$ cat config.mk
export PLATFORM = sky130hd
export DESIGN_NAME = instr_fetch_unit_flat
export DESIGN_NICKNAME = d
export VERILOG_FILES = /design/src/rtl/instr_fetch_unit_if.sv /design/src/rtl/instr_fetch_unit.sv /design/src/flat_wrapper.sv
export SDC_FILE = /design/constraint.sdc
export NUM_CORES = 1
export LEC_CHECK = 0
export ABC_AREA = 1
export BUFFER_PORTS_ARGS = -buffer_cell sky130_fd_sc_hd__buf_2
export CAP_MARGIN = 20
export CORE_AREA = 2 2 48 50
export DETAILED_ROUTE_END_ITERATION = 16
export DIE_AREA = 0 0 50 52
export PLACE_DENSITY = 0.82
export SLEW_MARGIN = 20
export SYNTH_ARGS = -nofsm -noshare
export SYNTH_HDL_FRONTEND = slang
export SYNTH_SLANG_ARGS = --single-unit
$ cat constraint.sdc
create_clock -name CLK -period 1.1 [get_ports CLK]
set_input_delay 0.22 -clock CLK [delete_from_list [all_inputs] [get_ports CLK]]
set_output_delay 0.22 -clock CLK [all_outputs]
set_load 0.01 [all_outputs]
$ cat src/rtl/instr_fetch_unit_if.sv
// instr_fetch_unit_if: control/target inputs and fetch address of the fetch stage.
// INSTR_FETCH_STALL_EN adds stall_in.
interface instr_fetch_unit_if #(
    parameter int PC_WIDTH     = 16,
    parameter int TARGET_WIDTH = 8
);
    logic [TARGET_WIDTH-1:0] dst_in;
    logic                    br_ctrl;
    logic                    jmp_ctrl;
    logic                    accdata_in;
    logic [PC_WIDTH-1:0]     instr_addr;
`ifdef INSTR_FETCH_STALL_EN
    logic                    stall_in;
    modport master (output dst_in, br_ctrl, jmp_ctrl, accdata_in, stall_in, input instr_addr);
    modport slave  (input dst_in, br_ctrl, jmp_ctrl, accdata_in, stall_in, output instr_addr);
`else
    modport master (output dst_in, br_ctrl, jmp_ctrl, accdata_in, input instr_addr);
    modport slave  (input dst_in, br_ctrl, jmp_ctrl, accdata_in, output instr_addr);
`endif
endinterface

$ cat src/rtl/instr_fetch_unit.sv
// instr_fetch_unit: PC register plus +1 incrementor; next PC is PC+1 or an in-page target.
// INSTR_FETCH_STALL_EN adds a stall input that freezes the PC.
module instr_fetch_pc_incr #(
    parameter int W = 16
) (
    input  logic [W-1:0] i_a,
    output logic [W-1:0] o_y
);
    assign o_y = i_a + 1'b1;
endmodule

module instr_fetch_pc_reg #(
    parameter int W = 16
) (
    input  logic         CLK,
    input  logic         reset_ctrl,
    input  logic         i_en,
    input  logic [W-1:0] i_d,
    output logic [W-1:0] o_q
);
    // Power-up value lets an unreset run start fetching at address 0.
    logic [W-1:0] r_q = '0;
    always_ff @(posedge CLK or posedge reset_ctrl)
        if (reset_ctrl) r_q <= '0;
        else if (i_en) r_q <= i_d;
    assign o_q = r_q;
endmodule

module instr_fetch_unit #(
    parameter int PC_WIDTH     = 16,
    parameter int TARGET_WIDTH = 8
) (
    input logic               CLK,
    input logic               reset_ctrl,
    instr_fetch_unit_if.slave bus
);
    logic [PC_WIDTH-1:0] w_pc;
    logic [PC_WIDTH-1:0] w_pc_inc;
    logic [PC_WIDTH-1:0] w_pc_br;
    logic [PC_WIDTH-1:0] w_pc_next;
    logic                w_acc_ok;
    logic                w_take;
    logic                w_en;

    instr_fetch_pc_incr #(.W(PC_WIDTH)) u_inc (.i_a(w_pc), .o_y(w_pc_inc));

    // Page comes from PC+1 so a branch sitting at xxFF lands in the next page.
    assign w_pc_br   = {w_pc_inc[PC_WIDTH-1:TARGET_WIDTH], bus.dst_in};
    assign w_acc_ok  = (bus.accdata_in === 1'b1);
    assign w_take    = (bus.br_ctrl & w_acc_ok) | bus.jmp_ctrl;
    assign w_pc_next = w_take ? w_pc_br : w_pc_inc;
`ifdef INSTR_FETCH_STALL_EN
    assign w_en = ~bus.stall_in;
`else
    assign w_en = 1'b1;
`endif

    instr_fetch_pc_reg #(.W(PC_WIDTH)) u_pc (
        .CLK       (CLK),
        .reset_ctrl(reset_ctrl),
        .i_en      (w_en),
        .i_d       (w_pc_next),
        .o_q       (w_pc)
    );

    assign bus.instr_addr = w_pc;
endmodule

$ cat src/flat_wrapper.sv
// flat-port wrapper written by rule: the top's interface ports become plain ports
module instr_fetch_unit_flat 
#(
    parameter int PC_WIDTH     = 16,
    parameter int TARGET_WIDTH = 8
)
  (CLK, reset_ctrl, bus_dst_in, bus_br_ctrl, bus_jmp_ctrl, bus_accdata_in, bus_instr_addr);
  instr_fetch_unit_if #(.PC_WIDTH(PC_WIDTH), .TARGET_WIDTH(TARGET_WIDTH)) bus_i ();
  input logic CLK;
  input logic reset_ctrl;
  input wire logic [$bits(bus_i.dst_in)-1:0] bus_dst_in;
  input wire logic [$bits(bus_i.br_ctrl)-1:0] bus_br_ctrl;
  input wire logic [$bits(bus_i.jmp_ctrl)-1:0] bus_jmp_ctrl;
  input wire logic [$bits(bus_i.accdata_in)-1:0] bus_accdata_in;
  output wire logic [$bits(bus_i.instr_addr)-1:0] bus_instr_addr;
  assign bus_i.dst_in = bus_dst_in;
  assign bus_i.br_ctrl = bus_br_ctrl;
  assign bus_i.jmp_ctrl = bus_jmp_ctrl;
  assign bus_i.accdata_in = bus_accdata_in;
  assign bus_instr_addr = bus_i.instr_addr;
  instr_fetch_unit #(.PC_WIDTH(PC_WIDTH), .TARGET_WIDTH(TARGET_WIDTH)) u_core (.CLK(CLK), .reset_ctrl(reset_ctrl), .bus(bus_i));
endmodule
==> impl_metrics.py, run 1 <==
metrics = {
    "drt": {
        "wl_mm": 2.79,
        "wl_per_cell_um": 13.4,
        "vias": 1018,
        "drc": 0,
        "drtIter0Drc": 29,
        "drt-pass1-iter-count": 4,
        "ant_nets": 0,
        "via_per_inst": 4.89,
    },
    "floorplan": {
        "start_util_pct": 42.1,
        "die_x_um": 50,
        "fp-row-count": 17,
        "dieArea_um2": 2600,
        "ios": 29,
        "coreArea_um2": 2110,
        "die_h_um": 52,
    },
    "worst_setup_path": {
        "max_stage_delay_ns": 0.42,
        "cp.required_ns": 1.28,
        "cpLargestDelayFamily": "simple AND/OR/NAND/NOR gates",
        "critPathMaxFanout": 7,
        "crit_type": "reg -> reg",
        "crit_top_cell": "nand2_1",
        "crit_path_start_kind": "flip-flop",
        "critPathSlowestCell": "dfrtp_1",
        "critPathArrivalTime_ns": 1.43,
        "reg2reg_slack_ns": -0.15,
        "crit_chain": "buf_4, nand3_4, nor2_4, nand2_1, nand3_2, nand2_1",
        "critPathBufInv": 1,
        "cp-end-kind": "flip-flop",
    },
    "synthesis": {
        "postSynthAreaPerCell_um2": 7.57,
        "syn_area_um2": 886,
        "ys_warn_count": 0,
        "yosysSeqAreaShare_pct": 45.2,
        "synth_cells": 117,
        "synth_fp_nets": 131,
        "ys_types": 17,
        "ys_seq_elements": 16,
    },
    "placed_design": {
        "portBuffers": 28,
        "post-dp-hpwl_mm": 1.61,
        "dpl.cell_count": 185,
        "place_congestion": 0.802,
    },
    "sta": {
        "max_clock_freq_ghz": 0.798,
        "final.setup_skew_ns": 0.00824,
        "tns_ns": -1.84,
        "fin_crit_ns": 1.25,
        "layout_setup_ws_ns": -0.153,
        "rsz0062_at_grt": "true",
        "slew_violations": 0,
        "setup_viol_count_final": 22,
        "worstMarginPinSlew_ns": 0.244,
        "hold_viol_final": 0,
        "post-route-period-util_pct": 114,
        "slew_headroom_pct": 83.7,
    },
    "global_routing": {
        "grt_overflow_total": 0,
        "first_global_vias": 966,
        "track_usage_pct": 20.5,
        "grt_max_degree": 17,
        "grt_pass1_wl_mm": 4.03,
        "antenna_found_initial": 0,
    },
    "clock_network": {
        "cts_max_level": 1,
        "clock_sinks": 16,
        "insertion_delay_ns": 0.29,
        "cts_root_buf": "clkbuf_4",
        "cts.clk_slew.worst_paths_ns": 0.10,
        "clk_path_buf_depth": 2,
        "cts_tree": "yes",
        "cts_made_buffers": 3,
    },
    "cells_and_area": {
        "drive_gt1_share_pct": 49.4,
        "postLayoutCoreUtil_pct": 71.9,
        "area_delta_synth_final_pct": 70.9,
        "final_cells": 208,
        "largest_register_ffs": 16,
        "fin_nets": 195,
        "insertedDiodeCount": 0,
    },
    "run": {
        "drv_cap": 0,
    },
    "hold_path": {
        "min_path_type": "in -> reg",
    },
    "run_status": {
        "status": "finished, violations left",
        "violations": "negative setup slack",
    },
    "power_and_ir_drop": {
        "p_leak_nw": 0.756,
        "power_mw": 1.57,
        "power_density_nw_per_um2": 1040,
        "irDropWorstVdd_mv": 0.877,
    },
}
==> through the flow <==
step | setup slack (ns) | instance area, um2 | hold WS (ns)
6_report | -0.153 | 1510 | 0.127
5_1_grt | -0.208 | 1510 | 0.144
4_1_cts | -0.0964 | 1390 | 0.127
3_5_place_dp | -0.0769 | 1170 | 0.238
3_3_place_gp | -0.0225 | 1170 | 0.232
2_1_floorplan | -0.0581 | 908 | 0.134
==> layout by cell type (no fill, tap or decap) <==
master,n
clkbuf_8,1
nor2_1,7
buf_6,16
nand4_1,4
nand3_4,1
nand3_2,5
buf_2,22
a21oi_2,1
nand3_1,4
xnor2_1,1
o21ai_0,1
nand2_2,5
buf_4,20
xor2_1,2
o21bai_1,2
nand2_4,2
inv_1,12
nor2_2,1
dfrtp_1,14
nand2_1,41
dfrtp_2,2
ha_4,1
o21ai_1,2
dlygate4sd3_1,1
inv_2,1
xnor2_2,2
o21ai_2,1
nor2_4,5
clkbuf_4,3
==> power breakdown <==
| part | switching [mW] | leakage [nW] | internal (mW) | total (mW) |
|---|---|---|---|---|
| Combinational | 0.222 | 0.529 | 0.277 | 0.499 |
| Clock | 0.192 | 0.0210 | 0.202 | 0.394 |
| Sequential | 0.0474 | 0.206 | 0.627 | 0.674 |
| Total | 0.462 | 0.756 | 1.11 | 1.57 |
==> area by class of cell <==
| type | instances | area, um2 |
|---|---|---|
| Clock buffer | 4 | 36.3 |
| Fill cell | 162 | 592 |
| Sequential cell | 16 | 403 |
| Tap cell | 28 | 35.0 |
| Multi-Input combinational cell | 88 | 541 |
| Timing Repair Buffer | 59 | 450 |
| Inverter | 13 | 48.8 |
==> cell usage after synthesis, drive strengths merged <==
master	instances	area [um2]
inv	13	48.8
nand4	4	25.0
xor2	2	17.5
dfrtp	16	400
a21oi	1	8.76
nand2	48	185
o21bai	2	15.0
xnor2	3	26.3
nor2	13	71.3
o21ai	4	20.0
ha	1	12.5
nand3	10	55.1
==> cells by family after synthesis <==
family	share of synthesized area (%)
AND/OR/NAND/NOR	38.0
flip-flops	45.2
buffers and inverters	5.51
AO/OA/AOI/OAI	4.94
XOR/XNOR	4.94
adder cells (fa/ha/maj)	1.41
==> per-layer routing <==
| metal | wire length [um] | vias up | GRT usage [%] | share of wire, % |
|---|---|---|---|---|
| met5 | 0 | - | 0 | 0 |
| met4 | 43 | 0 | 6.94 | 1.5 |
| met3 | 151 | 4 | 3.45 | 5.4 |
| met2 | 1510 | 39 | 38.6 | 54 |
| met1 | 1090 | 482 | 23.2 | 39 |
| li1 | - | 493 | - | - |
==> worst reg2reg max path, cell delays in order, from the launching register on <==
cell and delay [ns]:
dfrtp_1 0.42, buf_4 0.16, nand3_4 0.10, nor2_4 0.22
nand2_1 0.10, nand3_2 0.07, nand2_1 0.08
==> path summary, 6_finish.rpt <==
| kind | from | endpoint | depth (start not counted) |
|---|---|---|---|
| worst min-delay path | bus_dst_in[1] | u_core.u_pc.o_q[1] | 3 |
| worst min register to register | u_core.u_pc.o_q[12] | u_core.u_pc.o_q[12] | 2 |
| worst max register to register | u_core.u_pc.o_q[3] | u_core.u_pc.o_q[6] | 6 |
| worst max-delay path | u_core.u_pc.o_q[3] | u_core.u_pc.o_q[6] | 6 |
| max in group asynchronous | reset_ctrl | u_core.u_pc.o_q[1] | 4 |
| min in group asynchronous | reset_ctrl | u_core.u_pc.o_q[2] | 4 |
==> repair_timing <==
item | CTS | global route
setup buffers | 12 | 7
gates cloned | 0 | 0
pin swaps | 8 | 9
hold buffers | 1 | 0
setup endpoints to repair | 18 | 30
endpoints found under the hold margin | 16 | 0
resized for setup | 18 | 20
Power figures use the tool's default switching activity.
==> inputs of run 2 (changes only) <==
Settings changed: CORE_AREA 2 2 48 50 to 2 2 54 56, DIE_AREA 0 0 50 52 to 0 0 56 58, PLACE_DENSITY 0.82 to 0.81, SYNTH_HIERARCHICAL from default to 1.
==> impl_metrics.py, run 2 <==
metrics = {
    "run_status": {
        "status": "finished, violations left",
        "violations": "negative setup slack",
    },
    "synthesis": {
        "ys_seq_elements": 16,
        "postSynthAreaPerCell_um2": 6.96,
        "synth_edf_count": 0,
        "ys_types": 22,
        "ys_warn_count": 6,
        "synth_top_flop_cell": "dfrtp_1",
        "synthTopCellsByArea": "dfrtp_1 34%, nand2_1 26%, nand2_2 5.3%",
        "synth_common_cells": "83 x nand2_1, 16 x dfrtp_1, 12 x nand3_1",
        "synth_cells": 169,
        "yosysSeqAreaShare_pct": 34.0,
        "yosysTopAreaCellShare_pct": 34.0,
        "syn_area_um2": 1180,
        "synth_fp_nets": 183,
        "synth.most_common_cell": "nand2_1",
        "yosys.area.top_type": "dfrtp_1",
        "async_flop_share_pct": 100,
    },
    "clock_network": {
        "cts_made_buffers": 3,
        "cts.clk_slew.worst_paths_ns": 0.10,
        "cts_root_buf": "clkbuf_4",
        "clock_sinks": 16,
        "insertion_delay_ns": 0.29,
        "cts_max_level": 1,
        "clk_path_buf_depth": 2,
        "cts_tree": "yes",
    },
    "sta": {
        "hold_viol_final": 0,
        "post-route-period-util_pct": 121,
        "slew_violations": 0,
        "rsz0062_at_grt": "true",
        "final.setup_skew_ns": 0.00201,
        "fin_crit_ns": 1.33,
        "setup_viol_count_final": 27,
        "layout_setup_ws_ns": -0.234,
        "max_clock_freq_ghz": 0.750,
    },
    "floorplan": {
        "ios": 29,
        "fp-row-count": 19,
        "dieArea_um2": 3250,
        "die_h_um": 58,
        "start_util_pct": 44.2,
        "die_x_um": 56,
        "coreArea_um2": 2660,
    },
    "drt": {
        "drtIter0Drc": 56,
        "ant_nets": 0,
        "wl_per_cell_um": 12.9,
        "vias": 1353,
        "wl_mm": 3.56,
        "via_per_inst": 4.92,
        "drc": 0,
        "drt-pass1-iter-count": 5,
    },
    "worst_setup_path": {
        "critPathArrivalTime_ns": 1.57,
        "rr_startpoint": "u_core/u_pc/o_q[1]",
        "crit_path_start_kind": "flip-flop",
        "cp-end-kind": "flip-flop",
        "cp.required_ns": 1.34,
        "worstSetupStartpoint": "u_core/u_pc/o_q[1]",
        "critPathMaxFanout": 4,
        "crit_type": "reg -> reg",
    },
    "run": {
        "drv_cap": 0,
    },
    "global_routing": {
        "use_met2_pct": 38.3,
        "track_usage_pct": 22.0,
        "grtUsageMet3_pct": 3.13,
        "first_global_vias": 1177,
        "grt_pass1_wl_mm": 5.55,
        "antenna_found_initial": 0,
        "gr-usage-met1_pct": 28.8,
        "grt_overflow_total": 0,
        "grt_max_degree": 18,
        "busiest_layer": "met2",
    },
    "placed_design": {
        "dpl.cell_count": 245,
        "portBuffers": 28,
        "post-dp-hpwl_mm": 2.02,
        "place_congestion": 0.830,
    },
    "cells_and_area": {
        "drive_gt1_share_pct": 52.9,
        "layout_common_cells": "77 x nand2_1, 31 x buf_4, 27 x buf_6, 15 x buf_2, 14 x nand2_2",
        "largest_register_ffs": 16,
        "postLayoutCoreUtil_pct": 73.3,
        "area_delta_synth_final_pct": 66.0,
        "final_common_cell": "nand2_1",
        "final_cells": 275,
        "fin_nets": 259,
        "insertedDiodeCount": 0,
    },
    "power_and_ir_drop": {
        "power_density_nw_per_um2": 881,
        "p_leak_nw": 1.05,
        "irDropWorstVdd_mv": 0.744,
    },
    "hold_path": {
        "hp-start": "bus_dst_in[2]",
        "min_path_type": "in -> reg",
    },
}
[run 2: layout make-up]
type                            count  area [um2]
Clock buffer                        4        36.3
Multi-Input combinational cell    138         791
Inverter                           12        52.6
Sequential cell                    16         412
Fill cell                         212         711
Timing Repair Buffer               74         622
Tap cell                           31        38.8
[run 2: final timing paths]
check / endpoint / cells past startpoint / slack, ns
max: u_core/u_pc/o_q[6] / 8 / -0.23
max reg2reg: u_core/u_pc/o_q[6] / 8 / -0.23
min reg2reg: u_core/u_pc/o_q[15] / 5 / 0.72
max in group asynchronous: u_core/u_pc/o_q[2] / 4 / 0.43
min in group asynchronous: u_core/u_pc/o_q[0] / 4 / 0.46
min: u_core/u_pc/o_q[2] / 5 / 0.21
[run 2: critical path, stage by stage, from the launching register on]
cell and delay (ns):
dfrtp_2 0.43, ha_4 0.17, nand3_4 0.08, nor2_4 0.14
xor2_1 0.15, nand3_1 0.10, nand2_1 0.09, nand2_1 0.06
nand2_1 0.05
[run 2: cell families after synthesis]
group	after synthesis	share of synthesized area [%]
simple gates	126	50.2
flops	16	34.0
buf+inv	15	7.87
xor+xnor	7	5.21
compound gates	3	1.28
fa+ha+maj	1	1.06
other cells	1	0.319
[run 2: what timing repair did]
action,4_1_cts,5_1_grt
hold buffers,1,0
setup buffers,19,6
endpoints found under the setup margin,29,29
cloned,0,0
pin swaps,25,11
hold endpoints to repair,16,0
resized for setup,35,14
[run 2: metal layers]
layer  routed length (um)  share of wire [%]
met1                 1460                 41
met3                  159                4.5
met4                   72                2.0
met2                 1870                 52
met5                    0                  0
[run 2: metrics by stage]
step	worst slack, ns	power, mW	setup TNS (ns)	instance area, um2	hold slack, ns
after CTS	-0.137	1.67	-2.20	1860	0.206
final	-0.234	1.72	-3.18	1950	0.209
after floorplan	-0.117	0.928	-0.634	1220	0.133
after global placement	-0.103	1.08	-0.484	1500	0.238
after global routing	-0.311	1.82	-4.95	1950	0.213
after detailed placement	-0.129	1.08	-0.727	1500	0.243
[run 2: power by group]
part	internal (mW)	leakage (nW)	total, mW	switching, mW
Sequential	0.633	0.200	0.693	0.0601
Clock	0.202	0.0210	0.405	0.203
Combinational	0.345	0.830	0.620	0.275
Total	1.18	1.05	1.72	0.539
==> inputs of run 3 (changes only) <==
Settings changed: CORE_AREA 2 2 54 56 to 2 2 51 53, DIE_AREA 0 0 56 58 to 0 0 53 55, PLACE_DENSITY 0.81 to 0.86.
Clock period 1.1 ns to 1.5 ns, I/O delays scaled along.
==> impl_metrics.py, run 3 (synthesis results as in run 2) <==
metrics = {
    "clock_network": {
        "clock_sinks": 16,
        "cts_root_buf": "clkbuf_4",
        "insertion_delay_ns": 0.30,
        "cts_tree": "yes",
        "clk_path_buf_depth": 2,
        "cts.clk_slew.worst_paths_ns": 0.10,
        "ctsResizeCount": 0,
        "cts_max_level": 1,
        "cts_made_buffers": 3,
    },
    "sta": {
        "final.setup_skew_ns": 0.00868,
        "max_clock_freq_ghz": 0.720,
        "slew_violations": 0,
        "fin_crit_ns": 1.39,
        "layout_setup_ws_ns": 0.110,
        "hold_viol_final": 0,
        "setup_viol_count_final": 0,
        "tns_ns": 0,
        "rsz0062_at_grt": "false",
        "post-route-period-util_pct": 92.7,
    },
    "drt": {
        "via_per_inst": 4.81,
        "drc": 0,
        "wl_per_cell_um": 10.9,
        "drt-pass1-iter-count": 4,
        "vias": 1106,
        "ant_nets": 0,
        "wl_mm": 2.52,
        "drtIter0Drc": 28,
    },
    "global_routing": {
        "first_global_vias": 959,
        "grt_overflow_total": 0,
        "track_usage_pct": 19.3,
        "antenna_found_initial": 0,
        "grt_pass1_wl_mm": 4.06,
        "grt_max_degree": 18,
    },
    "worst_setup_path": {
        "critPathArrivalTime_ns": 1.64,
        "critPathMaxFanout": 5,
        "crit_path_start_kind": "flip-flop",
        "cp.required_ns": 1.75,
        "reg2reg_depth": 8,
        "cp-end-kind": "flip-flop",
        "crit_type": "reg -> reg",
    },
    "cells_and_area": {
        "area_delta_synth_final_pct": 15.5,
        "drive_gt1_share_pct": 29.5,
        "fin_nets": 216,
        "largest_register_ffs": 16,
        "insertedDiodeCount": 0,
        "final_common_cell": "nand2_1",
        "layout_common_cells": "83 x nand2_1, 28 x buf_2, 16 x dfrtp_1, 12 x nand3_1, 10 x nand2_2",
    },
    "floorplan": {
        "die_h_um": 55,
        "dieArea_um2": 2920,
        "coreArea_um2": 2360,
        "start_util_pct": 49.7,
        "ios": 29,
        "die_x_um": 53,
        "fp-row-count": 18,
    },
    "power_and_ir_drop": {
        "power_density_nw_per_um2": 716,
        "p_leak_nw": 0.753,
        "irDropWorstVdd_mv": 0.420,
    },
    "hold_path": {
        "hold_path_depth": 5,
        "min_path_type": "in -> reg",
    },
    "run": {
        "drv_cap": 0,
    },
    "run_status": {
        "status": "finished, final reports clean",
    },
    "placed_design": {
        "portBuffers": 28,
        "place_congestion": 0.828,
        "pre_cts_ws_ns": 0.133,
        "post-dp-hpwl_mm": 1.83,
    },
}
run 3: changes by cell type in the layout (fill, tap and decap cells not counted), sizes merged:
cell	delta
buf	-43
clkbuf	-1
inv	-1
clkinv	+1
run 3: per-stage QoR:
step	cell area (um2)	std cells	utilization, %	total power [mW]	hold WS [ns]
final	1360	230	57.5	0.973	0.301
after global routing	1360	230	57.5	1.02	0.322
after CTS	1350	229	57.1	0.967	0.291
after detailed placement	1320	225	55.8	0.727	0.318
after global placement	1320	225	55.8	0.722	0.318
after floorplan	1180	169	-	0.663	0.214
run 3: path summary, 6_finish.rpt:
path / start / slack, ns / end
worst max-delay path: u_core/u_pc/o_q[1] / 0.11 / u_core/u_pc/o_q[6]
worst min-delay path: bus_dst_in[6] / 0.30 / u_core/u_pc/o_q[6]
worst max register to register: u_core/u_pc/o_q[1] / 0.11 / u_core/u_pc/o_q[6]
worst min register to register: u_core/u_pc/o_q[15] / 0.64 / u_core/u_pc/o_q[15]
max in group asynchronous: reset_ctrl / 0.78 / u_core/u_pc/o_q[0]
min in group asynchronous: reset_ctrl / 0.53 / u_core/u_pc/o_q[13]
run 3: cell type report:
cell class | count | area (um2)
inverter | 12 | 50.0
fill | 237 | 1010
multi-input combinational | 138 | 683
tap | 30 | 37.5
sequential | 16 | 400
timing repair buffer | 31 | 165
clock buffer | 3 | 22.5
run 3: worst max-delay path, stage by stage, from the launching register on:
cell     delay, ns
dfrtp_1       0.41
ha_1          0.22
nand3_2       0.13
nor2_2        0.16
xor2_1        0.15
nand3_1       0.09
nand2_1       0.07
nand2_1       0.05
nand2_1       0.06
run 3: routing by layer:
| layer | GRT usage [%] | vias up | part of all wire, % |
|---|---|---|---|
| met5 | 0 | - | 0 |
| met4 | 10.7 | 0 | 1.5 |
| met3 | 1.61 | 3 | 2.3 |
| met2 | 32.5 | 18 | 48 |
| met1 | 24.6 | 502 | 48 |
| li1 | - | 583 | - |
run 3: repair_timing:
action | in CTS | in global routing
endpoints found under the hold margin | 16 | 0
buffers inserted | 0 | 1
setup endpoints to repair | 0 | 1
hold buffers | 1 | 0
run 3: power breakdown:
group | total, mW | internal [mW] | switching [mW]
Combinational | 0.224 | 0.0935 | 0.131
Sequential | 0.508 | 0.459 | 0.0489
Clock | 0.240 | 0.0938 | 0.146
